### src/rtl/note_voice_if.sv
// Sequencer-facing bundle for one tone voice: note request in, tone and envelope out.
interface note_voice_if;
  logic [3:0] note_sustain;
  logic       sequencer_on;
  logic       square;
  logic [7:0] amp;
  logic [7:0] wave;
  logic       active;

  modport master (
    output note_sustain, sequencer_on,
    input  square, amp, wave, active
  );

  modport slave (
    input  note_sustain, sequencer_on,
    output square, amp, wave, active
  );
endinterface

### src/rtl/note_voice.sv
// Single square-wave voice with a linear attack/sustain/release envelope.
// Pitch changes are deferred to the next half-period boundary so the tone never emits a runt pulse.
module note_voice #(
  parameter int unsigned ATTACK_STEP  = 8,
  parameter int unsigned RELEASE_STEP = 4
) (
  input  logic          clk,
  input  logic          n_rst,
  note_voice_if.slave   bus
);

  typedef enum logic [1:0] {
    IDLE,
    ATTACK,
    SUSTAIN,
    RELEASE
  } state_t;

  state_t     state_q, state_d;
  logic [4:0] counter_q, counter_d;
  logic [3:0] cur_note_q, cur_note_d;
  logic [3:0] pend_note_q, pend_note_d;
  logic       pend_valid_q, pend_valid_d;
  logic       square_q, square_d;
  logic [7:0] amp_q, amp_d;

  logic       note_valid;
  logic [3:0] next_note;
  logic [8:0] amp_up;
  logic [8:0] amp_down;

  // Half period in clocks for C4..B4 at a 10 kHz clock; codes outside 1..12 never reach the oscillator.
  function automatic logic [4:0] half_period(input logic [3:0] note);
    case (note)
      4'd1:    half_period = 5'd19;
      4'd2:    half_period = 5'd18;
      4'd3:    half_period = 5'd17;
      4'd4:    half_period = 5'd16;
      4'd5:    half_period = 5'd15;
      4'd6:    half_period = 5'd14;
      4'd7:    half_period = 5'd14;
      4'd8:    half_period = 5'd13;
      4'd9:    half_period = 5'd12;
      4'd10:   half_period = 5'd11;
      4'd11:   half_period = 5'd11;
      4'd12:   half_period = 5'd10;
      default: half_period = 5'd19;
    endcase
  endfunction

  assign note_valid = bus.sequencer_on && (bus.note_sustain != 4'd0) && (bus.note_sustain <= 4'd12);
  assign next_note  = pend_valid_q ? pend_note_q : cur_note_q;
  assign amp_up     = {1'b0, amp_q} + 9'(ATTACK_STEP);
  assign amp_down   = {1'b0, amp_q} - 9'(RELEASE_STEP);

  always_comb begin
    state_d      = state_q;
    counter_d    = counter_q;
    cur_note_d   = cur_note_q;
    pend_note_d  = pend_note_q;
    pend_valid_d = pend_valid_q;
    square_d     = square_q;
    amp_d        = amp_q;

    if (state_q == IDLE) begin
      if (note_valid) begin
        state_d      = ATTACK;
        cur_note_d   = bus.note_sustain;
        square_d     = 1'b1;
        counter_d    = half_period(bus.note_sustain) - 5'd1;
        amp_d        = 8'd0;
        pend_valid_d = 1'b0;
      end
    end else begin
      if (counter_q == 5'd0) begin
        square_d     = ~square_q;
        cur_note_d   = next_note;
        counter_d    = half_period(next_note) - 5'd1;
        pend_valid_d = 1'b0;
      end else begin
        counter_d = counter_q - 5'd1;
      end

      // Compared against the note that will be sounding after this edge, so an applied pending is not re-latched.
      if (note_valid && (bus.note_sustain != cur_note_d)) begin
        pend_note_d  = bus.note_sustain;
        pend_valid_d = 1'b1;
      end

      case (state_q)
        ATTACK: begin
          if (!note_valid) begin
            state_d = RELEASE;
          end else begin
            amp_d = (amp_up > 9'd255) ? 8'hFF : amp_up[7:0];
            if (amp_d == 8'hFF) begin
              state_d = SUSTAIN;
            end
          end
        end
        SUSTAIN: begin
          if (!note_valid) begin
            state_d = RELEASE;
          end
        end
        RELEASE: begin
          if (note_valid) begin
            state_d = ATTACK;
          end else begin
            amp_d = amp_down[8] ? 8'd0 : amp_down[7:0];
            if (amp_d == 8'd0) begin
              state_d      = IDLE;
              square_d     = 1'b0;
              pend_valid_d = 1'b0;
            end
          end
        end
        default: ;
      endcase
    end
  end

  always_ff @(posedge clk or negedge n_rst) begin
    if (!n_rst) begin
      state_q      <= IDLE;
      counter_q    <= 5'd0;
      cur_note_q   <= 4'd0;
      pend_note_q  <= 4'd0;
      pend_valid_q <= 1'b0;
      square_q     <= 1'b0;
      amp_q        <= 8'd0;
    end else begin
      state_q      <= state_d;
      counter_q    <= counter_d;
      cur_note_q   <= cur_note_d;
      pend_note_q  <= pend_note_d;
      pend_valid_q <= pend_valid_d;
      square_q     <= square_d;
      amp_q        <= amp_d;
    end
  end

  assign bus.square = square_q;
  assign bus.amp    = amp_q;
  assign bus.wave   = square_q ? amp_q : 8'd0;
  assign bus.active = (state_q != IDLE);

endmodule

### src/flat_wrapper.sv
// flat-port wrapper written by rule: the top's interface ports become plain ports
module note_voice_flat 
#(
  parameter int unsigned ATTACK_STEP  = 8,
  parameter int unsigned RELEASE_STEP = 4
)
  (clk, n_rst, bus_note_sustain, bus_sequencer_on, bus_square, bus_amp, bus_wave, bus_active);
  note_voice_if bus_i ();
  input  logic clk;
  input  logic n_rst;
  input wire logic [$bits(bus_i.note_sustain)-1:0] bus_note_sustain;
  input wire logic [$bits(bus_i.sequencer_on)-1:0] bus_sequencer_on;
  output wire logic [$bits(bus_i.square)-1:0] bus_square;
  output wire logic [$bits(bus_i.amp)-1:0] bus_amp;
  output wire logic [$bits(bus_i.wave)-1:0] bus_wave;
  output wire logic [$bits(bus_i.active)-1:0] bus_active;
  assign bus_i.note_sustain = bus_note_sustain;
  assign bus_i.sequencer_on = bus_sequencer_on;
  assign bus_square = bus_i.square;
  assign bus_amp = bus_i.amp;
  assign bus_wave = bus_i.wave;
  assign bus_active = bus_i.active;
  note_voice #(.ATTACK_STEP(ATTACK_STEP), .RELEASE_STEP(RELEASE_STEP)) u_core (.clk(clk), .n_rst(n_rst), .bus(bus_i));
endmodule
### config.mk
export PLATFORM = sky130hd
export DESIGN_NAME = note_voice_flat
export DESIGN_NICKNAME = d
export VERILOG_FILES = /design/src/rtl/note_voice_if.sv /design/src/rtl/note_voice.sv /design/src/flat_wrapper.sv
export SDC_FILE = /design/constraint.sdc
export NUM_CORES = 1
export LEC_CHECK = 0
export BUFFER_PORTS_ARGS = -buffer_cell sky130_fd_sc_hd__buf_2
export CORE_MARGIN = 5
export CORE_UTILIZATION = 30
export DETAILED_ROUTE_END_ITERATION = 8
export GPL_ROUTABILITY_DRIVEN = 0
export SKIP_CTS_REPAIR_TIMING = 1
export SLEW_MARGIN = 20
export SYNTH_ARGS = -nofsm -noshare
export SYNTH_HDL_FRONTEND = slang
export SYNTH_SLANG_ARGS = --single-unit
### constraint.sdc
create_clock -name clk -period 5.6 [get_ports clk]
set_clock_uncertainty 0.15 [all_clocks]
set_input_delay 0.28 -clock clk [delete_from_list [all_inputs] [get_ports clk]]
set_output_delay 0.28 -clock clk [all_outputs]
set_load 0.005 [all_outputs]
After elaboration in Yosys (flattened, before gate mapping) --
Memories as Yosys holds them, arrays and structs flattened. Index checks and enable logic that the tools add are counted.
Word-level totals: flip-flop bits (word level) 25, bits in read-only memories 160, input bits 7, memories 2
Memory list:
- (no name shown) | depth 16, width 5, read ports 1, clocked after memory_dff 0, write ports 0, line note_voice.sv:34 | case (note)
- (no name shown) | depth 16, width 5, read ports 1, clocked after memory_dff 0, write ports 0, line note_voice.sv:34
Operators by class: $add $sub $neg 5, order comparisons 2, equality and inequality tests 11, multiplexer cells 41, bitwise operators 2, reduce and logical (&&, ||, !) cells 13
Operators with widths (number):
- $mux W8 | 7
- $mux W5 | 7
- $mux W4 | 5
- $pmux W8 S2 | 1
- $sub A5 B1 Y5 const B | 3
- $mux W2 | 7
- $mux W1 | 13
- $add A8 B4 Y9 const B | 1
- $gt A9 B8 Y1 const B | 1
- $sub A8 B3 Y9 const B | 1
- $eq A8 B8 Y1 const B | 1
- $logic_not A8 Y1 | 1
- $reduce_bool A4 Y1 | 2
- $ne A3 B3 Y1 const B | 2
- $pmux W2 S3 | 1
- $logic_not A5 Y1 | 1
- $reduce_and A5 Y1 | 1
- $eq A2 B2 Y1 const B | 2
- $le A4 B4 Y1 const B | 1
- $ne A2 B1 Y1 const B | 2
- $ne A4 B4 Y1 | 1
- $ne A4 B4 Y1 const B | 1
- $reduce_and A4 Y1 | 1
- $logic_and A1 B1 Y1 | 3
- other kinds (7) | 8

Depth between registers and ports, before layout --
depth after elaboration 10, depth in mapped cells 11, depth with buffers taken out 11

Worst setup path after synthesis --
OpenSTA, ideal clock, no wires.
kind flip-flop to flip-flop, start point register u_core.counter_q[1], end point register u_core.counter_q[4], library setup time 0.132 ns, data arrival time 2.303 ns, data required time 5.318 ns, slack 3.015 ns, cell stages (with the launch flop) 10, path buffers 0, cells stage by stage dfrtp_1 > or4_4 > or3_1 > nor4b_1 > or2_2 > inv_1 > ha_1 > o31ai_1 > or4_4 > o211ai_2
On the way: word-level cells in the longest chain between the ends 3, elaborated cells on any way between the ends 4, classes of those cells add/sub (1); mux (2); reduce/logical (1)
Ends and longest elaborated chain:
- start: declaration | line note_voice.sv:20 | logic [4:0] counter_q, counter_d;
- start signal: assignment | line note_voice.sv:134 | counter_q <= counter_d;
- $sub A5 B1 Y5 / $logic_not A5 Y1 (equally long branches) | line note_voice.sv:81, note_voice.sv:75
- $mux W5 (*) | line note_voice.sv:75 | if (counter_q == 5'd0) begin
- $mux W5 (*) | line note_voice.sv:65 | if (state_q == IDLE) begin
Every way passes the cells marked *; elsewhere a longest branch is shown, timed or not. A chain may end at the register's enable or synchronous reset.

Worst setup path after layout --
start point register u_core.state_q[0], end point register u_core.counter_q[4]
On the way: word-level cells in the longest chain between the ends 2, elaborated cells on any way between the ends 3, classes of those cells eq/ne (1); mux (1); reduce/logical (1)
Ends and longest elaborated chain:
- start: declaration | line note_voice.sv:19 | state_t state_q, state_d;
- start signal: assignment | line note_voice.sv:133 | state_q <= state_d;
- $logic_not A2 Y1 (*) | line note_voice.sv:65
- $ne A2 B1 Y1 (no source line) / $mux W5 (equally long branches)
Marked as above.

==> metrics <==
Via density 5.41; clk sinks 25; Max Fclk roughly 0.33 GHz; Min-Delay Path Class primary input to flip-flop; Layout Nets between 300 and 400; Slew HR roughly 38%; sequential area share after synthesis 26.2%; NetSw between 0.7 and 0.8 mW; Tot GR Track Use 12.4%; Final Hold Fails 0; Max Cap Viol 0; internal power ~0.75 mW; hold depth 2; CP arrival around 3.1 ns; Leak about 1.1 nW; Final ANT Viol Nets 0; Core Util, Final around 34%; Ant. Diodes 0; Synth Cell Area 2390 um^2; power per cell area around 560 nW/um^2; post-synth top area share 26.2%; CTS Buf Count 3; worst-path fanout max 32; Syn Inst Count 277; total power about 1.5 mW; VDD IR-drop max roughly 280 uV; vias in the first global route just over 2000; Post-synth EDFFs 0; initial antenna violation count 0; clock power share between 8 and 9%; Hold Path Sink u_core.pend_note_q[3]; Root Buffer clkbuf_8; grt ovf 0; yosys warns 0; FF+latch count, synth 25; flop2flop setup slack 2.54 ns; R2R Path End u_core.counter_q[4]; crit path time final between 3 and 4 ns; RSZ-0062 raised after global routing false; Worst setup SP type flip-flop; Switching Fraction between 40% and 50%; largest area contributor in the netlist dfrtp_1; I/O Pins 25; Tcrit/Tclk final 54.7%; post-route design area about 2600 um^2; Worst Tran Pin Value between 0.9 and 1 ns; worst r2r path cells 11; Core Region between 7000 and 8000 um^2; Synth area leaders dfrtp_1, ha_1, mux2i_1; post-DP HPWL about 4.3 mm; Crit path required time around 5.7 ns; H-tree Lvls 1; largest net degree at the start of global routing 33; first-pass GRT wire length approximately 10 mm; share of layout cells above drive strength 1 20.6%; Worst Setup Path Type flip-flop to flip-flop; library cells used by synthesis 68; Die Y 99.2 um; Starting Density between 30% and 40%; wire per inst between 10 and 15 um; worst hold slack ~0.29 ns; status finished clean; RR Startpoint u_core.state_q[0]; Clock Latency Late Sink 0.29 ns; Syn Area/Cell around 8.6 um^2; DR pass1 iterations 4; Die ar. 9840 um^2; clock-pin slew on the worst setup and hold paths between 0.1 and 0.15 ns; fin. max-slew vios 0; CTS tree built; top cells by count, synth nand2_1, dfrtp_1, nor2_1; Synthesized Nets 295; setup tns final 0 ns; routed wire length a little under 6 mm; post-route setup slack approximately 2.5 ns; DP Worst Slack around 2.6 ns; placed inst area about 2600 um^2; Post-synth ARST share between 90% and 100%; Placed Instances around 390; drt first-iter violations 196; final setup vio count 0; via count between 2000 and 2500; Top FF cell, synth dfrtp_1; sequential power share between 20% and 30%; DIE WIDTH around 99 um; top-count cell post-synth nand2_1; Layout area overhead 9.65%; DRC viols 0; Logic pwr share around 65%; clk buf depth 2; standard-cell rows 32; Hold Path Origin bus_note_sustain[3]; Setup crit end kind flip-flop; IO buf count 24; post-route insts no fill 393
## flip-flops by register name, indices dropped and copies added (netlist names)
| register | cells |
|---|---|
| u_core.pend_note_q | 4 |
| u_core.cur_note_q | 4 |
| u_core.bus.square | 1 |
| u_core.state_q | 2 |
| u_core.counter_q | 5 |
| u_core.pend_valid_q | 1 |
| u_core.bus.amp | 8 |
## critical path, cell delays in order, from the launching register on
cell and delay (ns):
dfrtp_1 0.42, inv_1 0.12, ha_1 0.16, buf_4 0.30
clkinv_1 0.35, a21o_1 0.26, or2_2 0.33, inv_1 0.07
ha_1 0.18, o31ai_1 0.09, or4_4 0.49, o211ai_2 0.07
## placed cells by master, fill, tap and decap left out, drive strengths merged, types with 2 or more instances in the layout
| cell | synthesis | routed |
|---|---|---|
| buf | 5 | 25 |
| o2bb2ai | 2 | 2 |
| a21o | 4 | 4 |
| o21ai | 18 | 18 |
| mux2i | 12 | 12 |
| a31oi | 4 | 4 |
| a311o | 2 | 2 |
| and2 | 11 | 11 |
| clkbuf | 11 | 3 |
| a311oi | 2 | 2 |
| and3 | 3 | 3 |
| nand4 | 2 | 2 |
| a22oi | 2 | 2 |
| nor4 | 4 | 4 |
| nor4bb | 2 | 2 |
| or4 | 3 | 3 |
| o221ai | 3 | 3 |
| ha | 11 | 11 |
| a2111oi | 3 | 3 |
| and4 | 2 | 2 |
| xnor2 | 6 | 6 |
| o211ai | 7 | 7 |
| or2 | 2 | 2 |
| nor2b | 3 | 3 |
| nand2b | 3 | 3 |
| a21oi | 7 | 7 |
| nand2 | 26 | 26 |
| o31ai | 7 | 7 |
| nor2 | 22 | 22 |
| nand3 | 9 | 9 |
| dfrtp | 25 | 25 |
| mux2 | 12 | 12 |
| nor3 | 10 | 10 |
| a22o | 2 | 2 |
| inv | 12 | 13 |
| or3b | 2 | 2 |
## cells by family (layout without fill, tap and decap cells)
group / count (synthesis) / count (layout) / synth area share, %
muxes: 24 / 24 / 12.0
DFF: 25 / 25 / 26.2
xor gates and xnor gates: 6 / 6 / 2.83
and+or+nand+nor: 111 / 111 / 25.5
adders and majority gates: 12 / 12 / 6.19
AOI/OAI and AO/OA: 70 / 70 / 21.6
buffers and inverters: 29 / 43 / 5.61
## worst max path at each step
stage / slack, ns / from / depth (start not counted) / endpoint
after global routing: 2.25 / u_core.state_q[0] / 12 / u_core.counter_q[4]
after global placement: 2.59 / u_core.state_q[0] / 12 / u_core.counter_q[4]
after detailed placement: 2.59 / u_core.state_q[0] / 11 / u_core.counter_q[4]
final: 2.54 / u_core.state_q[0] / 11 / u_core.counter_q[4]
after floorplan: 3.02 / u_core.counter_q[1] / 9 / u_core.counter_q[4]
after CTS: 2.55 / u_core.state_q[0] / 11 / u_core.counter_q[4]
## routing by layer
metal / track usage, % / vias to the layer above / part of all wire, %
met3: 1.54 / 8 / 1.7
met1: 18.7 / 1039 / 53
li1: - / 1058 / -
met4: 3.36 / 0 / 1.7
met5: 0 / - / 0
met2: 18.6 / 22 / 44
## area by class of cell
type	count	area, um^2
Timing Repair Buffer	26	138
Tap cell	102	128
Fill cell	822	5110
Clock inverter	1	8.76
Inverter	13	48.8
Sequential cell	25	626
Clock buffer	3	41.3
Multi-Input combinational cell	223	1630
## power by group through the flow
| stage | Sequential [mW] | Combinational (mW) | Clock [mW] |
|---|---|---|---|
| CTS | 0.396 | 0.951 | 0.124 |
| detailed placement | 0.399 | 0.947 | 0 |
| finish | 0.399 | 0.948 | 0.122 |
| floorplan | 0.340 | 0.798 | 0 |
| global route | 0.418 | 1.08 | 0.131 |
| global placement | 0.396 | 0.941 | 0 |
Note: power is estimated with default switching activity, not from simulation.
